File: src/rtl/clock_set_ctrl.sv
// clock_set_ctrl: 24-hour BCD time-of-day counter with a two-button
// mode/set editor and a blink mask for the field being edited.
module clock_set_ctrl (
  input  logic       clk,
  input  logic       rst,
  input  logic       tick_1hz,
  input  logic       blink_tick,
  input  logic       btn_mode,
  input  logic       btn_up,
  output logic [3:0] h_ten,
  output logic [3:0] h_one,
  output logic [3:0] m_ten,
  output logic [3:0] m_one,
  output logic [3:0] s_ten,
  output logic [3:0] s_one,
  output logic [5:0] blank,
  output logic [1:0] mode,
  output logic       day_pulse
);

  typedef enum logic [1:0] {
    RUN   = 2'd0,
    SET_H = 2'd1,
    SET_M = 2'd2,
    SET_S = 2'd3
  } state_t;

  state_t     state;
  state_t     state_nx;
  logic       blink_phase;
  logic       phase_nx;
  logic [5:0] blank_nx;
  logic       sec_wrap;
  logic       min_wrap;
  logic       hour_wrap;

  // Two-digit BCD increment; the caller handles the field wrap.
  function automatic logic [7:0] bcd_inc(input logic [3:0] ten, input logic [3:0] one);
    if (one == 4'd9) return {ten + 4'd1, 4'd0};
    else             return {ten, one + 4'd1};
  endfunction

  assign mode      = state;
  assign sec_wrap  = (s_ten == 4'd5) && (s_one == 4'd9);
  assign min_wrap  = (m_ten == 4'd5) && (m_one == 4'd9);
  assign hour_wrap = (h_ten == 4'd2) && (h_one == 4'd3);

  // Next mode and blink phase; mode changes and edits force the phase to 0.
  always_comb begin
    state_nx = state;
    phase_nx = blink_phase;
    if (btn_mode) begin
      state_nx = state_t'(state + 2'd1);
      phase_nx = 1'b0;
    end else if (state == RUN) begin
      phase_nx = 1'b0;
    end else if (btn_up) begin
      phase_nx = 1'b0;
    end else if (blink_tick) begin
      phase_nx = ~blink_phase;
    end
  end

  // Blank mask derived from the next mode/phase so it registers alongside them.
  always_comb begin
    blank_nx = 6'b000000;
    if (phase_nx) begin
      case (state_nx)
        SET_H:   blank_nx = 6'b110000;
        SET_M:   blank_nx = 6'b001100;
        SET_S:   blank_nx = 6'b000011;
        default: blank_nx = 6'b000000;
      endcase
    end
  end

  // Mode FSM, time counting/editing and registered outputs.
  always_ff @(posedge clk or negedge rst) begin
    if (!rst) begin
      state       <= RUN;
      blink_phase <= 1'b0;
      blank       <= 6'b000000;
      day_pulse   <= 1'b0;
      h_ten       <= 4'd0;
      h_one       <= 4'd0;
      m_ten       <= 4'd0;
      m_one       <= 4'd0;
      s_ten       <= 4'd0;
      s_one       <= 4'd0;
    end else begin
      state       <= state_nx;
      blink_phase <= phase_nx;
      blank       <= blank_nx;
      day_pulse   <= 1'b0;
      if (!btn_mode) begin
        case (state)
          RUN: begin
            if (tick_1hz) begin
              if (sec_wrap) begin
                {s_ten, s_one} <= 8'h00;
                if (min_wrap) begin
                  {m_ten, m_one} <= 8'h00;
                  if (hour_wrap) begin
                    {h_ten, h_one} <= 8'h00;
                    day_pulse      <= 1'b1;
                  end else begin
                    {h_ten, h_one} <= bcd_inc(h_ten, h_one);
                  end
                end else begin
                  {m_ten, m_one} <= bcd_inc(m_ten, m_one);
                end
              end else begin
                {s_ten, s_one} <= bcd_inc(s_ten, s_one);
              end
            end
          end
          SET_H: begin
            if (btn_up) begin
              if (hour_wrap) {h_ten, h_one} <= 8'h00;
              else           {h_ten, h_one} <= bcd_inc(h_ten, h_one);
            end
          end
          SET_M: begin
            if (btn_up) begin
              if (min_wrap) {m_ten, m_one} <= 8'h00;
              else          {m_ten, m_one} <= bcd_inc(m_ten, m_one);
            end
          end
          SET_S: begin
            if (btn_up) {s_ten, s_one} <= 8'h00;
          end
        endcase
      end
    end
  end

endmodule

File: config.mk
export PLATFORM = sky130hd
export DESIGN_NAME = clock_set_ctrl
export DESIGN_NICKNAME = d
export VERILOG_FILES = /design/src/rtl/clock_set_ctrl.sv
export SDC_FILE = /design/constraint.sdc
export NUM_CORES = 1
export LEC_CHECK = 0
export ABC_AREA = 1
export CORE_UTILIZATION = 46
export CTS_CLUSTER_SIZE = 12
export DETAILED_ROUTE_END_ITERATION = 7
export MAX_ROUTING_LAYER = met4
export PLACE_DENSITY = 0.83
export SKIP_CTS_REPAIR_TIMING = 1
export SLEW_MARGIN = 20
export SYNTH_ARGS = -nofsm -noshare
export SYNTH_HDL_FRONTEND = slang
export SYNTH_SLANG_ARGS = --single-unit
File: constraint.sdc
create_clock -name clk -period 1.55 [get_ports clk]
set_clock_uncertainty 0.2 [all_clocks]
set_input_delay 0.31 -clock clk [delete_from_list [all_inputs] [get_ports clk]]
set_output_delay 0.31 -clock clk [all_outputs]
set_load 0.05 [all_outputs]
==> results.json, run 1 <==
{
  "status": "finished, violations left",
  "violations": "setup timing",
  "netlist_instances": 236,
  "fp.coreArea_sq_mm": 0.004000,
  "antennaDiodeCount": 0,
  "synth_nets": 256,
  "reg2reg_slack_ns": -0.28,
  "drtPass1Iterations": 4,
  "synth.yosys.seq_area_share": 0.4068,
  "vias_per_cell": 5.440,
  "syn_area_sq_mm": 0.001907,
  "drive_gt1_frac": 0.5108,
  "finalWorstSetupSlack_ns": -0.2797,
  "vias": 2040,
  "grt_pass1_wl_mm": 7.686,
  "postSynthAreaPerCell_sq_um": 8.080,
  "fin_total_pwr_mw": 6.741,
  "path_clk_slew_ns": 0.07,
  "timing.rr.end": "s_one[3]$_DFFE_PN0P_",
  "yosysWarnings": 0,
  "maxCapViolCount": 0,
  "final_max_slew_viol_count": 0,
  "routedWlPerCell_um": 17.58,
  "die-area_sq_mm": 0.004407,
  "place_congestion": 0.8555,
  "period_share": 1.180,
  "cp_max_fo": 5,
  "cts_buffer_depth": 2,
  "cp-start-kind": "register",
  "tightest_slew_ns": 0.3044,
  "crit_arrival_ns": 1.80,
  "htreeDepth": 2,
  "ys_ff_latch": 31,
  "num-fill-cells": 184,
  "cts_tree": "done",
  "hpwl_mm": 3.535,
  "io_buffers": 38,
  "cp_data_required_time_ns": 1.52,
  "fp.dieH_um": 66.39,
  "synth_cell_types": 27,
  "clock-sinks": 31,
  "setup_violations": 35,
  "first_iter_violations": 162,
  "drc": 0,
  "reg2regPathDepth": 7,
  "pin_count": 39,
  "fp-row-count": 23,
  "ant_nets": 0,
  "setup.worst_path.class": "register to register",
  "hold_violations": 0,
  "wl_mm": 6.591,
  "powerDensity_mw_per_mm2": 1957,
  "fin_nets": 344,
  "cts_buffers": 5,
  "ir_worst_vdd_mv": 1.284,
  "slew_headroom": 0.7970,
  "cp-end-kind": "register",
  "leakagePower_nw": 1.702,
  "fin_setup_tns_ns": -5.076,
  "r2r-start": "mode[0]$_DFF_PN0_",
  "overflow": 0,
  "antenna_found_initial": 0,
  "initial_core_util": 0.4767,
  "clock.fmax_mhz": 546.6,
  "syn_to_final_growth_pct": 80.64,
  "insertion_delay_ns": 0.30,
  "grt_pass1_vias": 1822,
  "die_w_um": 66.39,
  "rsz0062_at_grt": "yes",
  "clockRootBuffer": "clkbuf_8",
  "grt_usage": 0.2433,
  "period_needed_ns": 1.830,
  "grt_start_max_net_pins": 32,
  "holdCritPathClass": "input port to async pin"
}
[synth_stat cells]
cell type	instances	area (sq um)
nor2_8	1	20.02
nor4_1	1	6.260
o21ai_1	8	40.04
dfrtp_1	31	775.7
o21ai_0	4	20.02
xnor2_1	1	8.760
nor3_1	4	20.02
nand2_4	3	33.78
xor2_1	9	78.83
o22ai_1	1	6.260
inv_1	35	131.4
nand4_2	1	12.51
nand4_1	7	43.79
a21oi_2	1	8.760
buf_4	3	22.52
nor2_2	5	31.28
nand2_1	52	195.2
buf_6	1	11.26
a21oi_1	5	25.02
nor2_4	1	11.26
nand3_1	20	100.1
nand2_2	3	18.77
nor2_1	16	60.06
nand3_4	1	17.52
or2_1	1	6.260
ha_1	14	175.2
inv_2	7	26.28
[power by group]
group          internal [mW]  leakage (nW)  total, mW  switching, mW
Sequential              1.05         0.390       1.33          0.281
Clock                  0.358        0.0482      0.689          0.331
Combinational           2.11          1.26       4.72           2.61
[metal layers]
metal | track usage | share of wire | up-vias
met4 | 0.1303 | 0.044 | 0
met3 | 0.04828 | 0.059 | 33
met5 | - | 0 | -
met1 | 0.2644 | 0.38 | 987
li1 | - | - | 919
met2 | 0.4171 | 0.52 | 101
[kinds of logic (layout without fill, tap and decap cells)]
kind of cell	after synthesis	after routing	synth area share
xor+xnor	10	10	0.04593
buf+inv	46	135	0.1004
fa+ha+maj	14	14	0.09186
compound gates	19	19	0.05250
flops	31	31	0.4068
simple gates	116	116	0.3025
[through the flow]
stage | cell area, sq um | hold WS, ns | worst slack [ns] | instances | util
2_1_floorplan | 1994 | -0.1856 | -0.2671 | 236 | -
3_3_place_gp | 3028 | 0.3212 | -0.2982 | 358 | 0.7570
3_5_place_dp | 3028 | 0.3487 | -0.3264 | 358 | 0.7570
4_1_cts | 3119 | 0.1990 | -0.1981 | 366 | 0.7798
5_1_grt | 3445 | 0.2000 | -0.3340 | 375 | 0.8611
6_report | 3445 | 0.1778 | -0.2797 | 375 | 0.8611
[layout by cell type (no fill, tap or decap), types with 8 or more instances in the layout]
master	netlist	final
buf_12	0	35
buf_4	3	39
dfrtp_1	31	20
dfrtp_2	0	11
ha_1	14	8
inv_1	35	29
inv_2	7	10
nand2_1	52	35
nand2_2	3	11
nand2_4	3	10
nand3_1	20	19
nor2_1	16	9
o21ai_1	8	8
xor2_1	9	9
[layout make-up]
| cell class | count | area, sq um | area share |
|---|---|---|---|
| Inverter | 42 | 172.7 | 0.05013 |
| Tap cell | 50 | 62.56 | 0.01816 |
| Sequential cell | 31 | 789.5 | 0.2292 |
| Clock inverter | 1 | 5.005 | 0.001453 |
| Multi-Input combinational cell | 159 | 1217 | 0.3534 |
| Timing Repair Buffer | 85 | 1111 | 0.3226 |
| Clock buffer | 7 | 86.33 | 0.02506 |
[state kept, by name, indices dropped and copies added (netlist names)]
name and count:
day_pulse 1, m_one 4, h_one 4, h_ten 4
blink_phase 1, m_ten 4, s_one 4, s_ten 4
mode 2, blank 3
[worst max-delay path by stage]
stage | start | to | slack (ns) | depth (start not counted)
2_1_floorplan | mode[0]$_DFF_PN0_ | m_ten[3]$_DFFE_PN0P_ | -0.27 | 11
3_5_place_dp | btn_mode | h_ten[0]$_DFFE_PN0P_ | -0.33 | 8
6_report | mode[0]$_DFF_PN0_ | s_one[3]$_DFFE_PN0P_ | -0.28 | 7
3_3_place_gp | btn_up | m_ten[0]$_DFFE_PN0P_ | -0.30 | 10
5_1_grt | mode[0]$_DFF_PN0_ | s_one[3]$_DFFE_PN0P_ | -0.33 | 10
4_1_cts | s_one[1]$_DFFE_PN0P_ | m_ten[0]$_DFFE_PN0P_ | -0.20 | 11
[critical path, cell delays in order, from the launching register on]
cell,delay (ns)
dfrtp_2,0.44
ha_1,0.24
inv_1,0.10
nor2_1,0.07
nor2_2,0.13
nand2_4,0.12
a21oi_1,0.28
nor2_1,0.11
Power figures use the tool's default switching activity.
==> run 2: changes to the inputs <==
CAP_MARGIN = 20   (was not set)
==> results of run 2 <==
No change in the layout: final DEF, timing and power equal those of run 1.
==> run 3: changes to the inputs <==
CORE_UTILIZATION = 48   (was 46)
CTS_BUF_LIST = sky130_fd_sc_hd__clkbuf_4   (was not set)
PLACE_DENSITY = 0.85   (was 0.83)
==> results.json, run 3 (synthesis gave the netlist of run 1 again) <==
{
  "status": "finished, violations left",
  "cpMostUsedCell": "nor2_1",
  "tightest_slew_ns": 0.3487,
  "ff_latch_area_sq_um": 790.8,
  "powerDensity_mw_per_mm2": 1985,
  "holdCritPathClass": "input port to async pin",
  "leakagePower_nw": 1.698,
  "slew_headroom": 0.7657,
  "wl_mm": 7.472,
  "cts_tree": "done",
  "fin_setup_tns_ns": -7.265,
  "overflow": 0,
  "io_buffers": 38,
  "max_stage_delay_ns": 0.50,
  "routedWlPerCell_um": 19.66,
  "period_needed_ns": 1.861,
  "cp_max_fo": 6,
  "final_common_cell": "nand2_1",
  "final_max_slew_viol_count": 0,
  "multi_input_area_sq_mm": 0.001154,
  "violations": "setup timing",
  "fin_nets": 351,
  "num-fill-cells": 113,
  "hpwl_mm": 3.806,
  "fp-row-count": 22,
  "slowest_stage": "dfrtp_2",
  "antennaDiodeCount": 0,
  "ant_nets": 0,
  "htreeDepth": 2,
  "placedCellCount": 355,
  "hold_violations": 0,
  "final_cell_mix": "nand2_1 (42), buf_12 (34), buf_4 (31), inv_1 (30), buf_6 (22)",
  "drc": 0,
  "clock-sinks": 31,
  "fp.dieH_um": 65.03,
  "crit_chain": "ha_4, inv_1, nor2_1, nor2_4, nand2_4, inv_6, nand3_1, nand2_1, nor2_1",
  "critPathBufInv": 2,
  "grt_usage": 0.2732,
  "vias_per_cell": 5.618,
  "cts_buffer_depth": 2,
  "die-area_sq_mm": 0.004229,
  "cp-end-kind": "register",
  "rsz0062_at_grt": "yes",
  "place_congestion": 0.8524,
  "crit_arrival_ns": 1.91,
  "instances_no_fill": 380,
  "clock.fmax_mhz": 537.3,
  "cp_data_required_time_ns": 1.60,
  "die_w_um": 65.03,
  "syn_to_final_growth_pct": 80.18,
  "clockRootBuffer": "clkbuf_4",
  "grt_start_max_net_pins": 32,
  "ir_worst_vdd_mv": 1.538,
  "antenna_found_initial": 0,
  "grt_pass1_wl_mm": 8.418,
  "first_iter_violations": 258,
  "setup_violations": 46,
  "drtPass1Iterations": 4,
  "maxCapViolCount": 0,
  "pin_count": 39,
  "initial_core_util": 0.5094,
  "cp-start-kind": "register",
  "insertion_delay_ns": 0.35,
  "drive_gt1_frac": 0.4849,
  "period_share": 1.201,
  "fp.coreArea_sq_mm": 0.003744,
  "finalWorstSetupSlack_ns": -0.3111,
  "cts_buffers": 5,
  "grt_pass1_vias": 1941,
  "crit_family": "simple AND/OR/NAND/NOR gates",
  "vias": 2135,
  "path_clk_slew_ns": 0.11,
  "setup.worst_path.class": "register to register"
}
[run 3: cell types whose count changed in the layout (fill, tap and decap cells not counted), moves of 6 or more]
cell      previous run  this run
buf_4               39        31
clkbuf_8             6         0
buf_6                6        22
nor2_2               6         0
clkbuf_4             0         6
nand2_1             35        42
[run 3: power breakdown]
part / total, mW / switching [mW] / leakage (nW) / internal [mW]
registers: 1.37 / 0.314 / 0.389 / 1.05
logic: 4.97 / 2.71 / 1.28 / 2.26
clock network: 0.487 / 0.302 / 0.0307 / 0.185
total: 6.82 / 3.32 / 1.70 / 3.50
[run 3: final timing paths]
path / slack (ns) / cells past startpoint / endpoint / start
worst max register to register: -0.31 / 9 / s_one[3]$_DFFE_PN0P_ / mode[1]$_DFF_PN0_
worst max-delay path: -0.31 / 9 / s_one[3]$_DFFE_PN0P_ / mode[1]$_DFF_PN0_
worst min-delay path: 0.12 / 2 / s_ten[2]$_DFFE_PN0P_ / rst
worst min register to register: 0.40 / 3 / h_ten[0]$_DFFE_PN0P_ / h_ten[0]$_DFFE_PN0P_
max in group asynchronous: 0.84 / 2 / m_one[0]$_DFFE_PN0P_ / rst
min in group clk: 0.40 / 3 / h_ten[0]$_DFFE_PN0P_ / h_ten[0]$_DFFE_PN0P_
[run 3: worst reg2reg max path: stages, from the launching register on]
cell and delay (ns):
dfrtp_2 0.50, ha_4 0.20, inv_1 0.12, nor2_1 0.11, nor2_4 0.13, nand2_4 0.11
inv_6 0.10, nand3_1 0.11, nand2_1 0.13, nor2_1 0.06
[run 3: layout make-up]
class,count,area share
repair buffers,92,0.3525
inverters,42,0.04880
well taps,48,0.01748
clock buffers,6,0.01311
flip-flops and latches,31,0.2302
multi-input cells,159,0.3358
clock inverters,2,0.002185
[run 3: per-stage QoR]
stage                     worst slack (ns)  total power, mW  hold slack (ns)  utilization  area [sq um]
after floorplan                    -0.2671            3.354          -0.1856            -          1994
after global placement             -0.3074            4.993           0.3230       0.8062          3018
after detailed placement           -0.3988            5.177           0.3481       0.8062          3018
after CTS                          -0.2377            5.672           0.1307       0.8202          3070
after global routing               -0.3631            7.071           0.1372       0.9178          3436
final                              -0.3111            6.821           0.1180       0.9178          3436
[run 3: layer usage]
metal	up-vias	wire length [um]	track usage
li1	931	-	-
met4	0	473	0.1630
met1	1018	2712	0.2749
met5	-	0	-
met2	133	3822	0.4818
met3	53	464	0.05986
